--- src/rtl/fp_cvt_arbiter_if.sv ---
// fp_cvt_arbiter_if: request/result bus between two requesters, the shared converter and its consumer
// Signals: req0_*/req1_* (vld, int, tag in; rdy out), res_* (vld, fp, tag, src out; rdy in), cvt_cnt out.
// Modports: master = requesters + consumer side, slave = arbiter side.
interface fp_cvt_arbiter_if #(parameter int TAG_W = 4, parameter int CNT_W = 16);
  logic             req0_vld;
  logic [31:0]      req0_int;
  logic [TAG_W-1:0] req0_tag;
  logic             req0_rdy;
  logic             req1_vld;
  logic [31:0]      req1_int;
  logic [TAG_W-1:0] req1_tag;
  logic             req1_rdy;
  logic             res_vld;
  logic [31:0]      res_fp;
  logic [TAG_W-1:0] res_tag;
  logic             res_src;
  logic             res_rdy;
  logic [CNT_W-1:0] cvt_cnt;
  modport master (
    output req0_vld, req0_int, req0_tag, req1_vld, req1_int, req1_tag, res_rdy,
    input  req0_rdy, req1_rdy, res_vld, res_fp, res_tag, res_src, cvt_cnt
  );
  modport slave (
    input  req0_vld, req0_int, req0_tag, req1_vld, req1_int, req1_tag, res_rdy,
    output req0_rdy, req1_rdy, res_vld, res_fp, res_tag, res_src, cvt_cnt
  );
endinterface

--- src/rtl/fp_cvt_arbiter.sv ---
// fp_cvt_arbiter: round-robin arbiter sharing one int32-to-float32 converter between two requesters
// Ports: clk, rst_n (async, active-low), bus (fp_cvt_arbiter_if.slave) carrying both request
// channels, the one-entry result register (res_*) and the consumed-result counter cvt_cnt.
module fp_cvt_arbiter #(
  parameter int TAG_W = 4,
  parameter int CNT_W = 16
) (
  input logic              clk,
  input logic              rst_n,
  fp_cvt_arbiter_if.slave  bus
);
  typedef enum logic {EMPTY, FULL} state_e;
  state_e           state_q, state_d;
  logic [31:0]      fp_q, fp_d;
  logic [TAG_W-1:0] tag_q, tag_d;
  logic             src_q, src_d;
  logic             last_q, last_d;
  logic [CNT_W-1:0] cnt_q, cnt_d;
  logic             free, gnt0, gnt1, gnt;
  logic [31:0]      sel_int, mag, norm, cvt;
  logic [TAG_W-1:0] sel_tag;
  logic [4:0]       msb;
  always_comb begin
    free = state_q == EMPTY || bus.res_rdy;
    // last_q=1 means requester 1 was granted most recently, so requester 0 wins a tie
    gnt0 = free && bus.req0_vld && (!bus.req1_vld || last_q);
    gnt1 = free && bus.req1_vld && (!bus.req0_vld || !last_q);
    gnt = gnt0 || gnt1;
    sel_int = gnt1 ? bus.req1_int : bus.req0_int;
    sel_tag = gnt1 ? bus.req1_tag : bus.req0_tag;
    // 0x80000000 negates to itself, which is the correct unsigned magnitude 2^31
    mag = sel_int[31] ? -sel_int : sel_int;
    msb = '0;
    for (int i = 0; i < 32; i++) if (mag[i]) msb = 5'(i);
    // left-justify the leading one at bit 31; bits below the 23-bit field are dropped (truncation)
    norm = mag << (5'd31 - msb);
    cvt = mag == '0 ? '0 : {sel_int[31], 8'd127 + 8'(msb), norm[30:8]};
    state_d = gnt ? FULL : bus.res_rdy ? EMPTY : state_q;
    fp_d = gnt ? cvt : fp_q;
    tag_d = gnt ? sel_tag : tag_q;
    src_d = gnt ? gnt1 : src_q;
    last_d = gnt ? gnt1 : last_q;
    cnt_d = cnt_q + CNT_W'(state_q == FULL && bus.res_rdy);
  end
  always_ff @(posedge clk or negedge rst_n)
    if (!rst_n) begin
      state_q <= EMPTY;
      fp_q <= '0;
      tag_q <= '0;
      src_q <= 1'b0;
      last_q <= 1'b1;
      cnt_q <= '0;
    end else begin
      state_q <= state_d;
      fp_q <= fp_d;
      tag_q <= tag_d;
      src_q <= src_d;
      last_q <= last_d;
      cnt_q <= cnt_d;
    end
  // the state is already EMPTY in reset, so the grants are gated explicitly to keep rdy low
  assign bus.req0_rdy = rst_n && gnt0;
  assign bus.req1_rdy = rst_n && gnt1;
  assign bus.res_vld = state_q == FULL;
  assign bus.res_fp = fp_q;
  assign bus.res_tag = tag_q;
  assign bus.res_src = src_q;
  assign bus.cvt_cnt = cnt_q;
endmodule

--- src/flat_wrapper.sv ---
// flat-port wrapper written by rule: the top's interface ports become plain ports
module fp_cvt_arbiter_flat 
#(
  parameter int TAG_W = 4,
  parameter int CNT_W = 16
)
  (clk, rst_n, bus_req0_vld, bus_req0_int, bus_req0_tag, bus_req1_vld, bus_req1_int, bus_req1_tag, bus_res_rdy, bus_req0_rdy, bus_req1_rdy, bus_res_vld, bus_res_fp, bus_res_tag, bus_res_src, bus_cvt_cnt);
  fp_cvt_arbiter_if #(.TAG_W(TAG_W), .CNT_W(CNT_W)) bus_i ();
  input logic clk;
  input logic rst_n;
  input wire logic [$bits(bus_i.req0_vld)-1:0] bus_req0_vld;
  input wire logic [$bits(bus_i.req0_int)-1:0] bus_req0_int;
  input wire logic [$bits(bus_i.req0_tag)-1:0] bus_req0_tag;
  input wire logic [$bits(bus_i.req1_vld)-1:0] bus_req1_vld;
  input wire logic [$bits(bus_i.req1_int)-1:0] bus_req1_int;
  input wire logic [$bits(bus_i.req1_tag)-1:0] bus_req1_tag;
  input wire logic [$bits(bus_i.res_rdy)-1:0] bus_res_rdy;
  output wire logic [$bits(bus_i.req0_rdy)-1:0] bus_req0_rdy;
  output wire logic [$bits(bus_i.req1_rdy)-1:0] bus_req1_rdy;
  output wire logic [$bits(bus_i.res_vld)-1:0] bus_res_vld;
  output wire logic [$bits(bus_i.res_fp)-1:0] bus_res_fp;
  output wire logic [$bits(bus_i.res_tag)-1:0] bus_res_tag;
  output wire logic [$bits(bus_i.res_src)-1:0] bus_res_src;
  output wire logic [$bits(bus_i.cvt_cnt)-1:0] bus_cvt_cnt;
  assign bus_i.req0_vld = bus_req0_vld;
  assign bus_i.req0_int = bus_req0_int;
  assign bus_i.req0_tag = bus_req0_tag;
  assign bus_i.req1_vld = bus_req1_vld;
  assign bus_i.req1_int = bus_req1_int;
  assign bus_i.req1_tag = bus_req1_tag;
  assign bus_i.res_rdy = bus_res_rdy;
  assign bus_req0_rdy = bus_i.req0_rdy;
  assign bus_req1_rdy = bus_i.req1_rdy;
  assign bus_res_vld = bus_i.res_vld;
  assign bus_res_fp = bus_i.res_fp;
  assign bus_res_tag = bus_i.res_tag;
  assign bus_res_src = bus_i.res_src;
  assign bus_cvt_cnt = bus_i.cvt_cnt;
  fp_cvt_arbiter #(.TAG_W(TAG_W), .CNT_W(CNT_W)) u_core (.clk(clk), .rst_n(rst_n), .bus(bus_i));
endmodule
--- config.mk ---
export PLATFORM = sky130hd
export DESIGN_NAME = fp_cvt_arbiter_flat
export DESIGN_NICKNAME = d
export VERILOG_FILES = /design/src/rtl/fp_cvt_arbiter_if.sv /design/src/rtl/fp_cvt_arbiter.sv /design/src/flat_wrapper.sv
export SDC_FILE = /design/constraint.sdc
export NUM_CORES = 1
export LEC_CHECK = 0
export CAP_MARGIN = 10
export CELL_PAD_IN_SITES_DETAIL_PLACEMENT = 1
export CELL_PAD_IN_SITES_GLOBAL_PLACEMENT = 1
export CORE_AREA = 2 2 134 136
export CTS_CLUSTER_DIAMETER = 60
export CTS_CLUSTER_SIZE = 16
export DETAILED_ROUTE_END_ITERATION = 10
export DIE_AREA = 0 0 136 138
export MAX_ROUTING_LAYER = met4
export PLACE_DENSITY_LB_ADDON = 0.15
export SYNTH_ARGS = -nofsm -noshare
export SYNTH_HDL_FRONTEND = slang
export SYNTH_SLANG_ARGS = --single-unit
--- constraint.sdc ---
create_clock -name clk -period 7.75 [get_ports clk]
set_clock_uncertainty 0.05 [all_clocks]
set_input_delay 1.1625 -clock clk [delete_from_list [all_inputs] [get_ports clk]]
set_output_delay 1.1625 -clock clk [all_outputs]
set_load 0.01 [all_outputs]
# After elaboration in Yosys (flattened, before gate mapping)
# Cells that the tools add are included.
[totals]
reg_bits = 55
input_bits = 77
out_inout_bits = 56
wordCells = 65
[op_classes]
addsub = 4
shifts = 1
n_mux = 37
bitwise_logic = 1
reduce_logical = 16
[op_table]
columns = ["cell", "count"]
rows = [
  ["2-to-1 mux 5 bit", 30],
  ["2-to-1 mux 32 bit", 3],
  ["logical NOT 32 bit", 1],
  ["negation 32 bit", 1],
  ["<< shifter 32 x 5 -> 31 bit", 1],
  ["adder 16 x 1 -> 16 bit", 1],
  ["adder 7 x 5 -> 8 bit (first input constant)", 1],
  ["logical AND 1 bit", 7],
  ["subtractor 5 bit (first input constant)", 1],
  ["logical OR 1 bit", 4],
  ["2-to-1 mux 4 bit", 1],
  ["logical NOT 1 bit", 3],
  ["2-to-1 mux 1 bit", 3],
  ["nonzero test 2 bit", 1],
  ["NOT 1 bit", 1],
]

# Logic depth before layout (Yosys ltp)
# Gate-level depths: netlist (run 1).
[depth]
word_depth = 41
depth_mapped = 26
depth_no_buf = 18

# Worst setup path before layout (run 1)
# Ideal clock, no wire load.
[synth_timing]
kind = "input-to-reg"
from = "input port bus_res_rdy"
to = "register u_core.fp_q[21] (netlist: u_core.bus.res_fp[21])"
setup_time_ps = 77
arrival_time_ps = 6201
required_time_ps = 7623
path_slack_ps = 1422
stages = 23
n_path_buf = 5
path_cell_list = "nand2b_1 -> buf_2 -> nand2_2 -> buf_2 -> buf_2 -> buf_1 -> mux2i_1 -> ha_1 -> or3b_2 -> o31ai_1 -> xor2_1 -> mux2i_1 -> a211o_1 -> a2111oi_0 -> nor3_1 -> a311o_1 -> buf_6 -> inv_4 -> mux2_4 -> and4_1 -> a31o_1 -> a311o_1 -> o21ai_1"
[synth_via]
elab_chain_len = 40
elab_cells_between_ends = 44
cone_classes = "add/sub (2); shift (1); mux (34); reduce/logical (7)"
[synth_lines]
columns = ["item", "line", "text"]
rows = [
  ["from (decl)", "flat_wrapper.sv:17", "input wire logic [$bits(bus_i.res_rdy)-1:0] bus_res_rdy;"],
  ["logical OR 1 bit (*)", "fp_cvt_arbiter.sv:24", "free = state_q == EMPTY || bus.res_rdy;"],
  ["logical AND 1 bit (2 in series)", "fp_cvt_arbiter.sv:27", "gnt1 = free && bus.req1_vld && (!bus.req0_vld || !last_q);"],
  ["2-to-1 mux 32 bit", "fp_cvt_arbiter.sv:29", "sel_int = gnt1 ? bus.req1_int : bus.req0_int;"],
  ["negation 32 bit", "fp_cvt_arbiter.sv:32", "mag = sel_int[31] ? -sel_int : sel_int;"],
  ["2-to-1 mux 32 bit", "fp_cvt_arbiter.sv:32", ""],
  ["2-to-1 mux 1 bit", "fp_cvt_arbiter.sv:34", "for (int i = 0; i < 32; i++) if (mag[i]) msb = 5'(i);"],
  ["2-to-1 mux 5 bit (30 in series)", "fp_cvt_arbiter.sv:34", ""],
  ["subtractor 5 bit", "fp_cvt_arbiter.sv:36", "norm = mag << (5'd31 - msb);"],
  ["<< shifter 32 x 5 -> 31 bit", "fp_cvt_arbiter.sv:36", ""],
  ["2-to-1 mux 32 bit", "fp_cvt_arbiter.sv:37", "cvt = mag == '0 ? '0 : {sel_int[31], 8'd127 + 8'(msb), norm[30:8]};"],
  ["to (signal assigned)", "fp_cvt_arbiter.sv:55", "fp_q <= fp_d;"],
  ["to (decl)", "fp_cvt_arbiter.sv:14", "logic [31:0] fp_q, fp_d;"],
]
# Mark *: on every way between the ends. The rest lies on a longest branch, timed or not.
# A chain may end at the register's enable or synchronous reset.

# Final worst setup path (run 1)
[layout_timing]
from = "input port bus_req1_vld"
to = "register u_core.fp_q[13] (netlist: u_core.bus.res_fp[13])"
[layout_via]
elab_chain_len = 39
elab_cells_between_ends = 44
cone_classes = "add/sub (2); shift (1); mux (34); reduce/logical (7)"
[layout_lines]
columns = ["item", "line", "text"]
rows = [
  ["from (decl)", "flat_wrapper.sv:14", "input wire logic [$bits(bus_i.req1_vld)-1:0] bus_req1_vld;"],
  ["logical AND 1 bit (2 in series)", "fp_cvt_arbiter.sv:27", ""],
  ["2-to-1 mux 32 bit", "fp_cvt_arbiter.sv:29", ""],
  ["negation 32 bit", "fp_cvt_arbiter.sv:32", ""],
  ["2-to-1 mux 32 bit", "fp_cvt_arbiter.sv:32", ""],
  ["2-to-1 mux 1 bit", "fp_cvt_arbiter.sv:34", ""],
  ["2-to-1 mux 5 bit (30 in series)", "fp_cvt_arbiter.sv:34", ""],
  ["subtractor 5 bit", "fp_cvt_arbiter.sv:36", ""],
  ["<< shifter 32 x 5 -> 31 bit", "fp_cvt_arbiter.sv:36", ""],
  ["2-to-1 mux 32 bit", "fp_cvt_arbiter.sv:37", ""],
]
# Parallel ways exist; a longest one is shown, timed or not.

==> results.yml, run 1 <==
logic_synthesis:
  postSynthAreaPerCell_sq_um: 7.920
  synth_fp_nets: 918
  synth_area_leaders: "dfrtp_1 20%, mux2i_1 11%, nand2_1 4.5%"
  synth_top_flop_cell: "dfrtp_1"
  syn_inst: 837
  yosysTopAreaCell: "dfrtp_1"
  synth_area_sq_um: 6629
  synth_cell_type_count: 88
  yosysWarnings: 0
  synth-seq-cells: 55
  async_flop_share: 1.000
  synth_edf_count: 0
  seq_area_frac_synth: 0.2078
  synth_top_area_frac: 0.2039
layout:
  diodes: 0
  areaGrowthSynthToFinish_pct: 25.80
  stdcell_count: 1185
  final_area_sq_um: 8339
  drive_above_1_share: 0.09623
  final_util: 0.4756
  fin_nets: 1036
die:
  dieHeight_um: 138
  core_area_sq_um: 17530
  start_util: 0.3781
  io_pins: 133
  die_area_sq_um: 18770
  dieWidth_um: 136
  row_count: 49
critical_path:
  crit_required_ns: 7.88
  rrSetupSlack_ns: 2.03
  worst_setup_path_start_kind: "primary input"
  crit_fanout: 22
  worstPathArrival_ns: 6.91
  end_kind: "flop"
  crit_type: "in2reg"
clock_network:
  cts.root.buffer_cell: "clkbuf_16"
  numCtsBuffers: 5
  clkSinkCount: 55
  post_cts_buffers: 0
  tritoncts: "built"
  cts_resized: 0
  clockBufferDepth: 2
  clk_pin_slew_ns: 0.08
  hold_buffers: 0
  clk_latency_ns: 0.30
  htreeDepth: 2
route:
  initialDrtViolationCount: 477
  wl_mm: 25.16
  routed_via_density: 6.235
  ant_nets: 0
  vias: 7388
  drc: 0
  drt-wirelength-per-cell_um: 21.23
  firstDrtPassIters: 5
power_and_ir_drop:
  swShare: 0.4393
  pwr-share-seq: 0.257
  clkPwrFrac: 0.138
  switchingPower_uw: 728.5
  power.leakage_nw: 3.328
  total_power_mw: 1.658
  power_frac_comb: 0.605
  peakVddDrop_mv: 0.1291
  power.internal_uw: 929.9
  power_density_nw_per_um2: 198.9
outcome:
  run_status: "completed"
sta:
  final_max_slew_viol_count: 0
  fin_crit_ns: 6.783
  max-slew-margin-rel: 0.4665
  hold_viol: 0
  rsz0062_at_grt: "false"
  fmax_ghz: 0.1474
  worst_slew_pin_slew_ns: 0.7899
  fin_tns_setup_ns: 0
  fin_crit_sh: 0.8752
  setup_ws_ns: 0.9673
  final-setup-viol-count: 0
  fin_hold_ws_ns: 0.4229
hold_path:
  hold_class: "reg2reg"
placement:
  place_area_sq_um: 8189
  placedCellCount: 1177
  port_buffers: 132
  place_hpwl_mm: 20.03
  post-place-ws_ns: 0.7001
  globalplace.congestion: 0.9300
grt:
  grt_pass1_vias: 7373
  antenna_found_initial: 0
  grt_max_degree: 58
  grt_pass1_wl_mm: 40.74
  overflow: 0
  track_usage: 0.2740
job:
  maxCapViolCount: 0
[synth_stat cells (9+ instances only)]
cell	n
nand2_1	80
mux2i_1	75
nor2_1	69
dfrtp_1	54
a21oi_1	38
nand3_1	37
nor3_1	34
o21ai_0	34
xnor2_1	34
buf_2	20
mux2_2	19
xor2_1	18
clkbuf_1	17
a31oi_1	16
o211ai_1	15
o21ai_1	15
nor4_1	14
a211oi_1	13
o31ai_1	13
and3_1	12
a221oi_1	11
inv_1	10
nand2b_1	9
or4_1	9
[critical path: stages]
cell	delay (ns)
clkdlybuf4s50_1	0.56
a21bo_1	0.25
nor2_2	0.13
mux2i_1	0.26
ha_1	0.18
buf_4	0.15
nor3b_1	0.19
nand4_1	0.22
a22oi_2	0.54
nand3_1	0.25
mux2i_1	0.17
buf_4	0.16
nor2b_1	0.30
nand3_1	0.26
o21ai_2	0.51
buf_4	0.37
nor3_1	0.07
a211oi_1	0.62
mux2i_1	0.26
a22oi_1	0.21
nand2_1	0.07
[kinds of logic after synthesis]
logic type,count (synthesis),synth area share
muxes,95,0.1478
DFF,55,0.2078
adders and majority gates,4,0.007550
xor gates and xnor gates,53,0.07116
and+or+nand+nor,314,0.2388
buffers and inverters,60,0.04605
AOI/OAI and AO/OA,256,0.2809
[final timing paths]
check | startpoint | end | cells after the start
max in group asynchronous | rst_n | u_core.bus.res_fp[26] | 2
min in group asynchronous | rst_n | u_core.bus.cvt_cnt[9] | 2
worst max-delay path | bus_req1_vld | u_core.bus.res_fp[13] | 21
worst max register to register | u_core.bus.res_vld | u_core.bus.res_fp[13] | 20
worst min-delay path | u_core.bus.cvt_cnt[15] | u_core.bus.cvt_cnt[15] | 1
worst min register to register | u_core.bus.cvt_cnt[15] | u_core.bus.cvt_cnt[15] | 1
[power by group through the flow]
stage	Sequential [mW]	Clock, mW	Combinational [mW]
after floorplan	0.459	0	0.546
after global placement	0.430	0	0.984
after detailed placement	0.434	0	0.992
after CTS	0.428	0.234	0.996
after global routing	0.437	0.246	1.09
final	0.426	0.229	1.00
[routing by layer]
metal  global-route usage  up-vias  routed length (um)
met4              0.07346        0                 551
met5                    -        -                   0
met3              0.01430       38                 875
met2               0.4364      239               11880
met1               0.3788     3640               11850
li1                     -     3471                   -
[state kept, by name, summed over array words and instances (netlist names)]
| signal | cells |
|---|---|
| u_core.bus.res_tag | 4 |
| u_core.last_q | 1 |
| u_core.bus.res_src | 1 |
| u_core.bus.res_fp | 32 |
| u_core.bus.cvt_cnt | 16 |
| u_core.bus.res_vld | 1 |
[placed cells by master (no fill, tap or decap), types with 19 or more instances in the layout]
master	count
o21ai_0	34
nand2_1	80
xnor2_1	34
nor3_1	34
buf_4	27
nor2_1	67
mux2i_1	75
mux2_2	19
dfrtp_1	54
clkdlybuf4s50_1	131
nand3_1	37
a21oi_1	38
[area by class of cell]
type	count	area, sq um
Fill cell	2160	9195
Inverter	12	47.55
Multi-Input combinational cell	722	4959
Sequential cell	55	1378
Timing Repair Buffer	159	1519
Tap cell	229	286.5
Clock inverter	3	25.02
Clock buffer	5	125.1
No activity file was read; power rests on OpenSTA's default activity.
==> inputs of run 2 (changes only) <==
SLEW_MARGIN = 20   (was unset)
==> results of run 2 <==
The final DEF is identical to that of run 1; final timing and power are the same.
==> inputs of run 3 (changes only) <==
GPL_TIMING_DRIVEN = 0   (was unset)
==> results.yml, run 3 (synthesized netlist as in run 1, its figures left out) <==
clock_network:
  clk_latency_ns: 0.30
  clockBufferDepth: 2
  cts.root.buffer_cell: "clkbuf_16"
  clkSinkCount: 55
  hold_buffers: 0
  numCtsBuffers: 5
  tritoncts: "built"
  htreeDepth: 2
  clk_pin_slew_ns: 0.08
critical_path:
  cp_slowest_cell: "clkdlybuf4s50_1"
  worstPathArrival_ns: 7.65
  worst_setup_path_start_kind: "primary input"
  end_kind: "flop"
  path_cells: "clkdlybuf4s50_1, a21boi_2, nand2_2, buf_4, clkbuf_4, buf_2, mux2i_1, ha_2, or3b_2, o31ai_1, xor2_1, mux2i_1, a211o_1, a2111oi_1, nor3_1, a311o_1, buf_6, inv_4, mux2i_1, a2bb2oi_1, mux2i_1, a221oi_1, o22ai_1"
  cp_slowest_stage_delay_ns: 0.55
  crit_required_ns: 7.88
  crit_type: "in2reg"
  crit_fanout: 10
  crit_top_cell: "mux2i_1"
layout:
  layout_common_cells: "128 x clkdlybuf4s50_1, 79 x nand2_1, 73 x mux2i_1"
  stdcell_count: 1207
  final_area_sq_um: 8478
  register_area_sq_um: 1378
  areaGrowthSynthToFinish_pct: 27.90
  fill_cells: 2181
  fin_nets: 1058
  layout_commonest_cell: "clkdlybuf4s50_1"
  drive_above_1_share: 0.1115
  largest_reg_flops: 32
  multiInputGateArea_sq_um: 5027
  diodes: 0
sta:
  max-slew-margin-rel: 0.3733
  fin_tns_setup_ns: 0
  worst_slew_pin_slew_ns: 0.9323
  final_max_slew_viol_count: 0
  hold_viol: 0
  fin_crit_ns: 7.520
  rsz0062_at_grt: "false"
  fmax_ghz: 0.1330
  fin_crit_sh: 0.9703
  final-setup-viol-count: 0
grt:
  antenna_found_initial: 0
  grt_max_degree: 58
  grt_pass1_vias: 7504
  grt_pass1_wl_mm: 41.79
  track_usage: 0.2851
  overflow: 0
power_and_ir_drop:
  power.leakage_nw: 3.375
  power_density_nw_per_um2: 199.8
  peakVddDrop_mv: 0.1655
route:
  initialDrtViolationCount: 569
  drt-wirelength-per-cell_um: 21.74
  ant_nets: 0
  drc: 0
  firstDrtPassIters: 5
  routed_via_density: 6.210
  wl_mm: 26.24
  vias: 7495
hold_path:
  hold_class: "reg2reg"
die:
  start_util: 0.3781
  dieHeight_um: 138
  io_pins: 133
  row_count: 49
  core_area_sq_um: 17530
  die_area_sq_um: 18770
  dieWidth_um: 136
placement:
  place_hpwl_mm: 21.37
  placedCellCount: 1195
  place_area_sq_um: 8204
  port_buffers: 129
  globalplace.congestion: 0.9538
outcome:
  run_status: "completed"
job:
  maxCapViolCount: 0
[run 3: cell count changes in the layout (fill, tap and decap cells not counted), moves of 2 or more]
cell	before	now
buf_2	1	18
buf_4	27	13
o21ai_2	2	0
clkbuf_1	0	17
clkdlybuf4s50_1	131	128
buf_6	0	4
o21ai_1	13	15
mux2i_1	75	73
xor2_1	18	15
xor2_2	0	3
a211oi_2	1	3
a211oi_1	13	11
[run 3: critical path: cells and delay by family]
kind | cells | cell delay [ns]
compound gates | 8 | 2.50
simple gates | 3 | 0.96
mux | 4 | 0.87
fa+ha+maj | 1 | 0.31
buf+inv | 6 | 1.58
xor+xnor | 1 | 0.24
[run 3: area by class of cell]
class	count	share of cell area
Clock buffer	5	0.01476
Multi-Input combinational cell	722	0.5930
Sequential cell	55	0.1625
Inverter	12	0.005608
Tap cell	229	0.03380
Buffer	47	0.03055
Timing Repair Buffer	134	0.1564
Clock inverter	3	0.003394
[run 3: power breakdown]
group          internal, mW  switching [mW]
clock network         0.124           0.114
registers             0.368          0.0581
logic                 0.452           0.579
total                 0.943           0.751
[run 3: final timing paths]
check	startpoint	end	slack, ns	cells past startpoint
hold reg to reg	u_core.bus.res_fp[7]	u_core.bus.res_fp[7]	0.43	2
hold / removal	u_core.bus.res_fp[7]	u_core.bus.res_fp[7]	0.43	2
setup / recovery	bus_req1_vld	u_core.bus.res_fp[22]	0.23	23
min in group asynchronous	rst_n	u_core.bus.cvt_cnt[9]	0.85	1
setup reg to reg	u_core.last_q	u_core.bus.res_fp[22]	1.21	22
max in group asynchronous	rst_n	u_core.bus.res_fp[26]	6.31	1
[run 3: stage by stage]
| stage | utilization | power [mW] | hold slack, ns | setup slack [ns] |
|---|---|---|---|---|
| floorplan | - | 1.005 | 0.4262 | 1.422 |
| global placement | 0.4680 | 1.413 | 0.4100 | -0.6428 |
| detailed placement | 0.4679 | 1.429 | 0.4238 | -0.6008 |
| CTS | 0.4795 | 1.678 | 0.4405 | 0.08186 |
| global route | 0.4835 | 1.795 | 0.4624 | 0.006131 |
| finish | 0.4835 | 1.694 | 0.4326 | 0.2300 |
[run 3: per-layer routing]
layer / vias up / part of all wire / GRT usage
met4: 0 / 0.025 / 0.08717
li1: 3513 / - / -
met2: 284 / 0.48 / 0.4660
met1: 3656 / 0.44 / 0.3766
met3: 42 / 0.048 / 0.01944
met5: - / 0 / -
[run 3: repair_timing]
item | CTS | global route
gates resized for setup | 9 | 10
pin swaps | 0 | 2
setup endpoints to repair | 22 | 29
buffers inserted | 0 | 5
hold endpoints to repair | 0 | 0
==> edit 1, RTL diff (settings of run 3) <==
`CNT_W` is set to 16 in 3 places; all go to 32.
--- a/src/rtl/fp_cvt_arbiter_if.sv
+++ b/src/rtl/fp_cvt_arbiter_if.sv
@@ -1,7 +1,7 @@
 // fp_cvt_arbiter_if: request/result bus between two requesters, the shared converter and its consumer
 // Signals: req0_*/req1_* (vld, int, tag in; rdy out), res_* (vld, fp, tag, src out; rdy in), cvt_cnt out.
 // Modports: master = requesters + consumer side, slave = arbiter side.
-interface fp_cvt_arbiter_if #(parameter int TAG_W = 4, parameter int CNT_W = 16);
+interface fp_cvt_arbiter_if #(parameter int TAG_W = 4, parameter int CNT_W = 32);
   logic             req0_vld;
   logic [31:0]      req0_int;
   logic [TAG_W-1:0] req0_tag;
--- a/src/rtl/fp_cvt_arbiter.sv
+++ b/src/rtl/fp_cvt_arbiter.sv
@@ -3,7 +3,7 @@
 // channels, the one-entry result register (res_*) and the consumed-result counter cvt_cnt.
 module fp_cvt_arbiter #(
   parameter int TAG_W = 4,
-  parameter int CNT_W = 16
+  parameter int CNT_W = 32
 ) (
   input logic              clk,
   input logic              rst_n,
--- a/src/flat_wrapper.sv
+++ b/src/flat_wrapper.sv
@@ -2,7 +2,7 @@
 module fp_cvt_arbiter_flat 
 #(
   parameter int TAG_W = 4,
-  parameter int CNT_W = 16
+  parameter int CNT_W = 32
 )
   (clk, rst_n, bus_req0_vld, bus_req0_int, bus_req0_tag, bus_req1_vld, bus_req1_int, bus_req1_tag, bus_res_rdy, bus_req0_rdy, bus_req1_rdy, bus_res_vld, bus_res_fp, bus_res_tag, bus_res_src, bus_cvt_cnt);
   fp_cvt_arbiter_if #(.TAG_W(TAG_W), .CNT_W(CNT_W)) bus_i ();
Interface: changed (resized bus_cvt_cnt); port bits go from 133 to 149. The function was not compared with the original's and may differ.
==> edit 1 against run 3 <==
Sequential power is 23% higher. Non-clock buffer count grew 21. Final area increased by 17%. Critical path depth rose by 2. Routed wire length grew 13%. First-iteration DRC count is 9.7% lower. Area after synthesis rose by 14%. Final cell count up 8.9%. Setup slack got worse by 0.085 ns. Sequential cell count is 16 higher. Via count up 9.9%. Power rose by 29%. Largest cell class unchanged. Highest routed layer unchanged.
==> edit 1: results (changes against run 3) <==
- The number of multi-input logic gates came to 786 (was 722).
- Non-filler instance count after layout: 1315 (was 1207)
- The startpoint of the most critical register-to-register path was u_core.last_q (unchanged).
- Adder and majority cell fraction of the synthesized area: 0.00665 (was 0.00755)
- The met3 routed wirelength was 1480 um (was 1270 um).
- The global-route met2 utilization is 0.505 (was 0.466).
* Leakage power total: 4.02 nW (was 3.38 nW)
* Total length of routed met2 wires: 14100 um (was 12700 um)
* H-tree levels: 3 (was 2)
- Via count of the first global-routing pass: 8233 (was 7504)
- Result of the run: completed (unchanged)
- The overall routing resource usage came to 0.320 (was 0.285).
- Met3 track utilization from global routing: 0.0275 (was 0.0194)
- Destination of the worst register-to-register timing path: u_core.bus.res_fp[17] (was u_core.bus.res_fp[22])
* Number of port buffers: 146 (was 129)
- Average via count per standard cell: 6.27 (was 6.21)
* Routability congestion estimate from global placement: 0.971 (was 0.954)
* Number of instances in the synthesized netlist: 920 (was 837)
- Register-to-Register Path Depth: 24 (was 22)
* Nets in the synthesized netlist: 1001 (was 918)
- Share of final-layout standard cells stronger than drive strength 1: 0.126 (was 0.111)
- The critical path data arrival time came to 7.75 ns (was 7.65 ns).
- Met1 track utilization from global routing: 0.428 (was 0.377)
- The share of the synthesized netlist area taken by xor and xnor gates is 0.0931 (was 0.0712).
- Timing startpoint of the critical path: bus_req0_vld (was bus_req1_vld)
* Setup slack on the worst flop-to-flop path: 1.09 ns (was 1.21 ns)
* Worst setup slack after placement: -2.16 ns (was -0.601 ns)
* Non-CTS buffers: 202 (was 181)
* End-of-flow core utilization: 0.566 (was 0.484)
- The complex-gate fraction of the synthesized area was 0.231 (was 0.281).
- Final net count: 1162 (was 1058)
* Global-route wire length before repair: 46600 um (was 41800 um)
- Max Fanout on Critical Path: 19 (was 10)
- Top post-synthesis cells by area: sky130_fd_sc_hd__dfrtp_1, sky130_fd_sc_hd__mux2i_1, sky130_fd_sc_hd__xnor2_1 (was sky130_fd_sc_hd__dfrtp_1, sky130_fd_sc_hd__mux2i_1, sky130_fd_sc_hd__nand2_1)
- Share of flip-flops with an asynchronous set or reset after synthesis: 1.00 (unchanged)
- The worst-margin pin slew is 0.935 ns (was 0.932 ns).
- Total wire length after detailed routing: 29600 um (was 26200 um)
- Most frequent cells after synthesis: sky130_fd_sc_hd__mux2i_1, sky130_fd_sc_hd__nand2_1, sky130_fd_sc_hd__nor2_1 (was sky130_fd_sc_hd__nand2_1, sky130_fd_sc_hd__mux2i_1, sky130_fd_sc_hd__nor2_1)
- The fraction of area in clock buffers and inverters came to 0.0289 (was 0.0182).
- Slowest stage cell, crit path: sky130_fd_sc_hd__or3b_2 (was sky130_fd_sc_hd__clkdlybuf4s50_1)
- The number of ordinary inverters in the final layout is 11 (was 12).
- Share of the yosys chip area belonging to registers: 0.236 (was 0.208)
* Number of library cell types mapped by synthesis: 81 (was 88)
- The slack of the critical path is 0.145 ns (was 0.230 ns).
- Clock-pin slew on the worst setup and hold paths: 0.06 ns (was 0.08 ns)
- The placed instance area was 0.00930 mm2 (was 0.00820 mm2).
* Seq cells: 71 (was 55)
[edit 1: cell count changes after synthesis, moves of 14 or more]
cell,delta
sky130_fd_sc_hd__xnor2_1,+14
sky130_fd_sc_hd__nor2_1,+19
sky130_fd_sc_hd__dfrtp_1,+16
sky130_fd_sc_hd__o21ai_0,+22
sky130_fd_sc_hd__o21ai_1,-14
sky130_fd_sc_hd__mux2i_1,+30
[edit 1: where the power goes]
| group | leakage (nW) | switching [mW] | internal (mW) |
|---|---|---|---|
| combinational | 2.99 | 0.711 | 0.543 |
| sequential | 0.895 | 0.0613 | 0.461 |
| clock | 0.135 | 0.186 | 0.223 |
| total | 4.02 | 0.959 | 1.23 |
[edit 1: worst min path at each step]
stage                                 startpoint                      to  depth (start not counted)  slack (ns)
after floorplan           u_core.bus.cvt_cnt[31]  u_core.bus.cvt_cnt[31]                          1        0.45
after global placement     u_core.bus.res_fp[10]   u_core.bus.res_fp[10]                          2        0.40
after detailed placement   u_core.bus.res_fp[27]   u_core.bus.res_fp[27]                          1        0.42
after CTS                  u_core.bus.res_fp[26]   u_core.bus.res_fp[26]                          2        0.43
after global routing      u_core.bus.cvt_cnt[28]  u_core.bus.cvt_cnt[28]                          1        0.44
final                      u_core.bus.res_fp[26]   u_core.bus.res_fp[26]                          2        0.43
[edit 1: worst reg2reg max path, cell delays in order, from the launching register on]
cell	delay [ns]
sky130_fd_sc_hd__dfstp_2	0.57
sky130_fd_sc_hd__nand2_2	0.15
sky130_fd_sc_hd__nand3_1	0.20
sky130_fd_sc_hd__clkbuf_4	0.26
sky130_fd_sc_hd__buf_4	0.27
sky130_fd_sc_hd__buf_6	0.28
sky130_fd_sc_hd__mux2i_1	0.24
sky130_fd_sc_hd__ha_2	0.25
sky130_fd_sc_hd__or3b_2	0.54
sky130_fd_sc_hd__nor4b_4	0.28
sky130_fd_sc_hd__mux2_2	0.26
sky130_fd_sc_hd__buf_4	0.20
sky130_fd_sc_hd__a41o_2	0.29
sky130_fd_sc_hd__xor2_4	0.12
sky130_fd_sc_hd__a2111oi_4	0.41
sky130_fd_sc_hd__nand2_1	0.10
sky130_fd_sc_hd__o21a_1	0.21
sky130_fd_sc_hd__o31a_1	0.29
sky130_fd_sc_hd__buf_2	0.19
sky130_fd_sc_hd__buf_4	0.22
sky130_fd_sc_hd__mux2i_1	0.17
sky130_fd_sc_hd__mux2i_2	0.32
sky130_fd_sc_hd__mux2i_2	0.17
sky130_fd_sc_hd__a221oi_2	0.36
sky130_fd_sc_hd__o21ai_0	0.12
[edit 1: timing repair]
item | in CTS | in global routing
buffers inserted | 2 | 3
pin swaps | 0 | 6
resized for setup | 32 | 36
endpoints found under the setup margin | 32 | 32
==> edit 2, RTL diff (config.mk and constraints of run 3) <==
Without the edit above. Make the reset (`rst_n`) synchronous in one clocked block. Comments in the files are not updated.
--- a/src/rtl/fp_cvt_arbiter.sv
+++ b/src/rtl/fp_cvt_arbiter.sv
@@ -42,7 +42,7 @@
     last_d = gnt ? gnt1 : last_q;
     cnt_d = cnt_q + CNT_W'(state_q == FULL && bus.res_rdy);
   end
-  always_ff @(posedge clk or negedge rst_n)
+  always_ff @(posedge clk)
     if (!rst_n) begin
       state_q <= EMPTY;
       fp_q <= '0;
Behaviour: differs if rst_n is asserted again (counterexample within 4 cycles, from zero or initial values and one cycle with rst_n low); with rst_n held inactive, the same outputs for 10 cycles.
==> edit 2 against run 3 <==
Sequential cell count unchanged. Routed wire length rose by 17%. Setup slack better by 0.13 ns. Area after synthesis is 5.1% higher. Power decreased by 9.4%. Critical endpoint is now u_core.bus.res_fp[22]. Via count is 12% higher. Final cell count grew 8.2%. Final area up 3.5%.
==> edit 2: results (changes against run 3) <==
* Average via count per standard cell: 6.42 (was 6.21)
* Timing startpoint of the critical path: bus_req0_vld (was bus_req1_vld)
- The number of ordinary inverters in the final layout was 19 (was 12).
* Internal Dissipation: 0.843 mW (was 0.943 mW)
* End-of-flow core utilization: 0.501 (was 0.484)
- Most common flop cell mapped by yosys: sky130_fd_sc_hd__dfxtp_1 (was sky130_fd_sc_hd__dfrtp_1)
- Worst ir drop on vdd: 0.152 mV (was 0.166 mV)
- Multi-input combinational cell count: 804 (was 722)
* Share of the yosys chip area belonging to registers: 0.158 (was 0.208)
* Combined global-route utilization of all metal layers: 0.334 (was 0.285)
- Worst setup slack after placement: -0.318 ns (was -0.601 ns)
* Multi-input gate area: 0.00550 mm2 (was 0.00503 mm2)
* Multiplexer share of the synthesized area: 0.153 (was 0.148)
* Result of the run: completed (unchanged)
* PwrDens: 175 mW/mm2 (was 200 mW/mm2)
* Detailed router's first-iteration violation count: 571 (was 569)
- Signal buffers share of area: 0.188 (was 0.187)
- The wire length after detailed routing came to 30800 um (was 26200 um).
* Final HPWL from detailed placement: 24900 um (was 21400 um)
* Share of flip-flops with an asynchronous set or reset after synthesis: 0 (was 1.00)
- Global-route wire length before repair: 48200 um (was 41800 um)
* Most frequent cells after synthesis: sky130_fd_sc_hd__nand2_1, sky130_fd_sc_hd__nor2_1, sky130_fd_sc_hd__mux2i_1 (was sky130_fd_sc_hd__nand2_1, sky130_fd_sc_hd__mux2i_1, sky130_fd_sc_hd__nor2_1)
- Fraction of the mapped netlist area in compound gates: 0.291 (was 0.281)
- The share of power burned in the clock network was 0.171 (was 0.140).
* Post-Syn Area per Cell: 7.42 um2 (was 7.92 um2)
* Adder and majority cell fraction of the synthesized area: 0.00718 (was 0.00755)
- The post-placement cell count was 1297 (was 1195).
* Number of library cell types mapped by synthesis: 97 (was 88)
* Maximum number of pins on one net before global-route repair: 19 (was 58)
- Routability congestion estimate from global placement: 1.03 (was 0.954)
## edit 2: cell count changes in the layout (fill, tap and decap cells not counted), sizes merged, moves of 10 or more
| cell | change |
|---|---|
| dfxtp | +55 |
| dfrtp | -54 |
| nand2 | +32 |
| nand4 | +20 |
| a21oi | +16 |
| nor2 | +13 |
| nor3 | -12 |
| o21ai | -10 |
## edit 2: final timing paths
check                     endpoint  depth (start not counted)  slack, ns
max          u_core.bus.res_fp[22]                         27       0.36
min           u_core.bus.res_fp[6]                          2       0.39
min reg2reg   u_core.bus.res_fp[6]                          2       0.39
max reg2reg  u_core.bus.res_fp[22]                         26       1.41
## edit 2: metal layers
metal / vias to the layer above / GRT usage / routed length [um]
li1: 3849 / - / -
met1: 4082 / 0.416 / 13200
met2: 364 / 0.556 / 14800
met3: 83 / 0.0264 / 1600
met4: 0 / 0.134 / 1180
met5: - / - / 0
## edit 2: worst min-delay path: cells and delay by family, from the launching register on
kind             cells  cell delay, ns
AND/OR/NAND/NOR      2            0.09
flip-flops           1            0.31
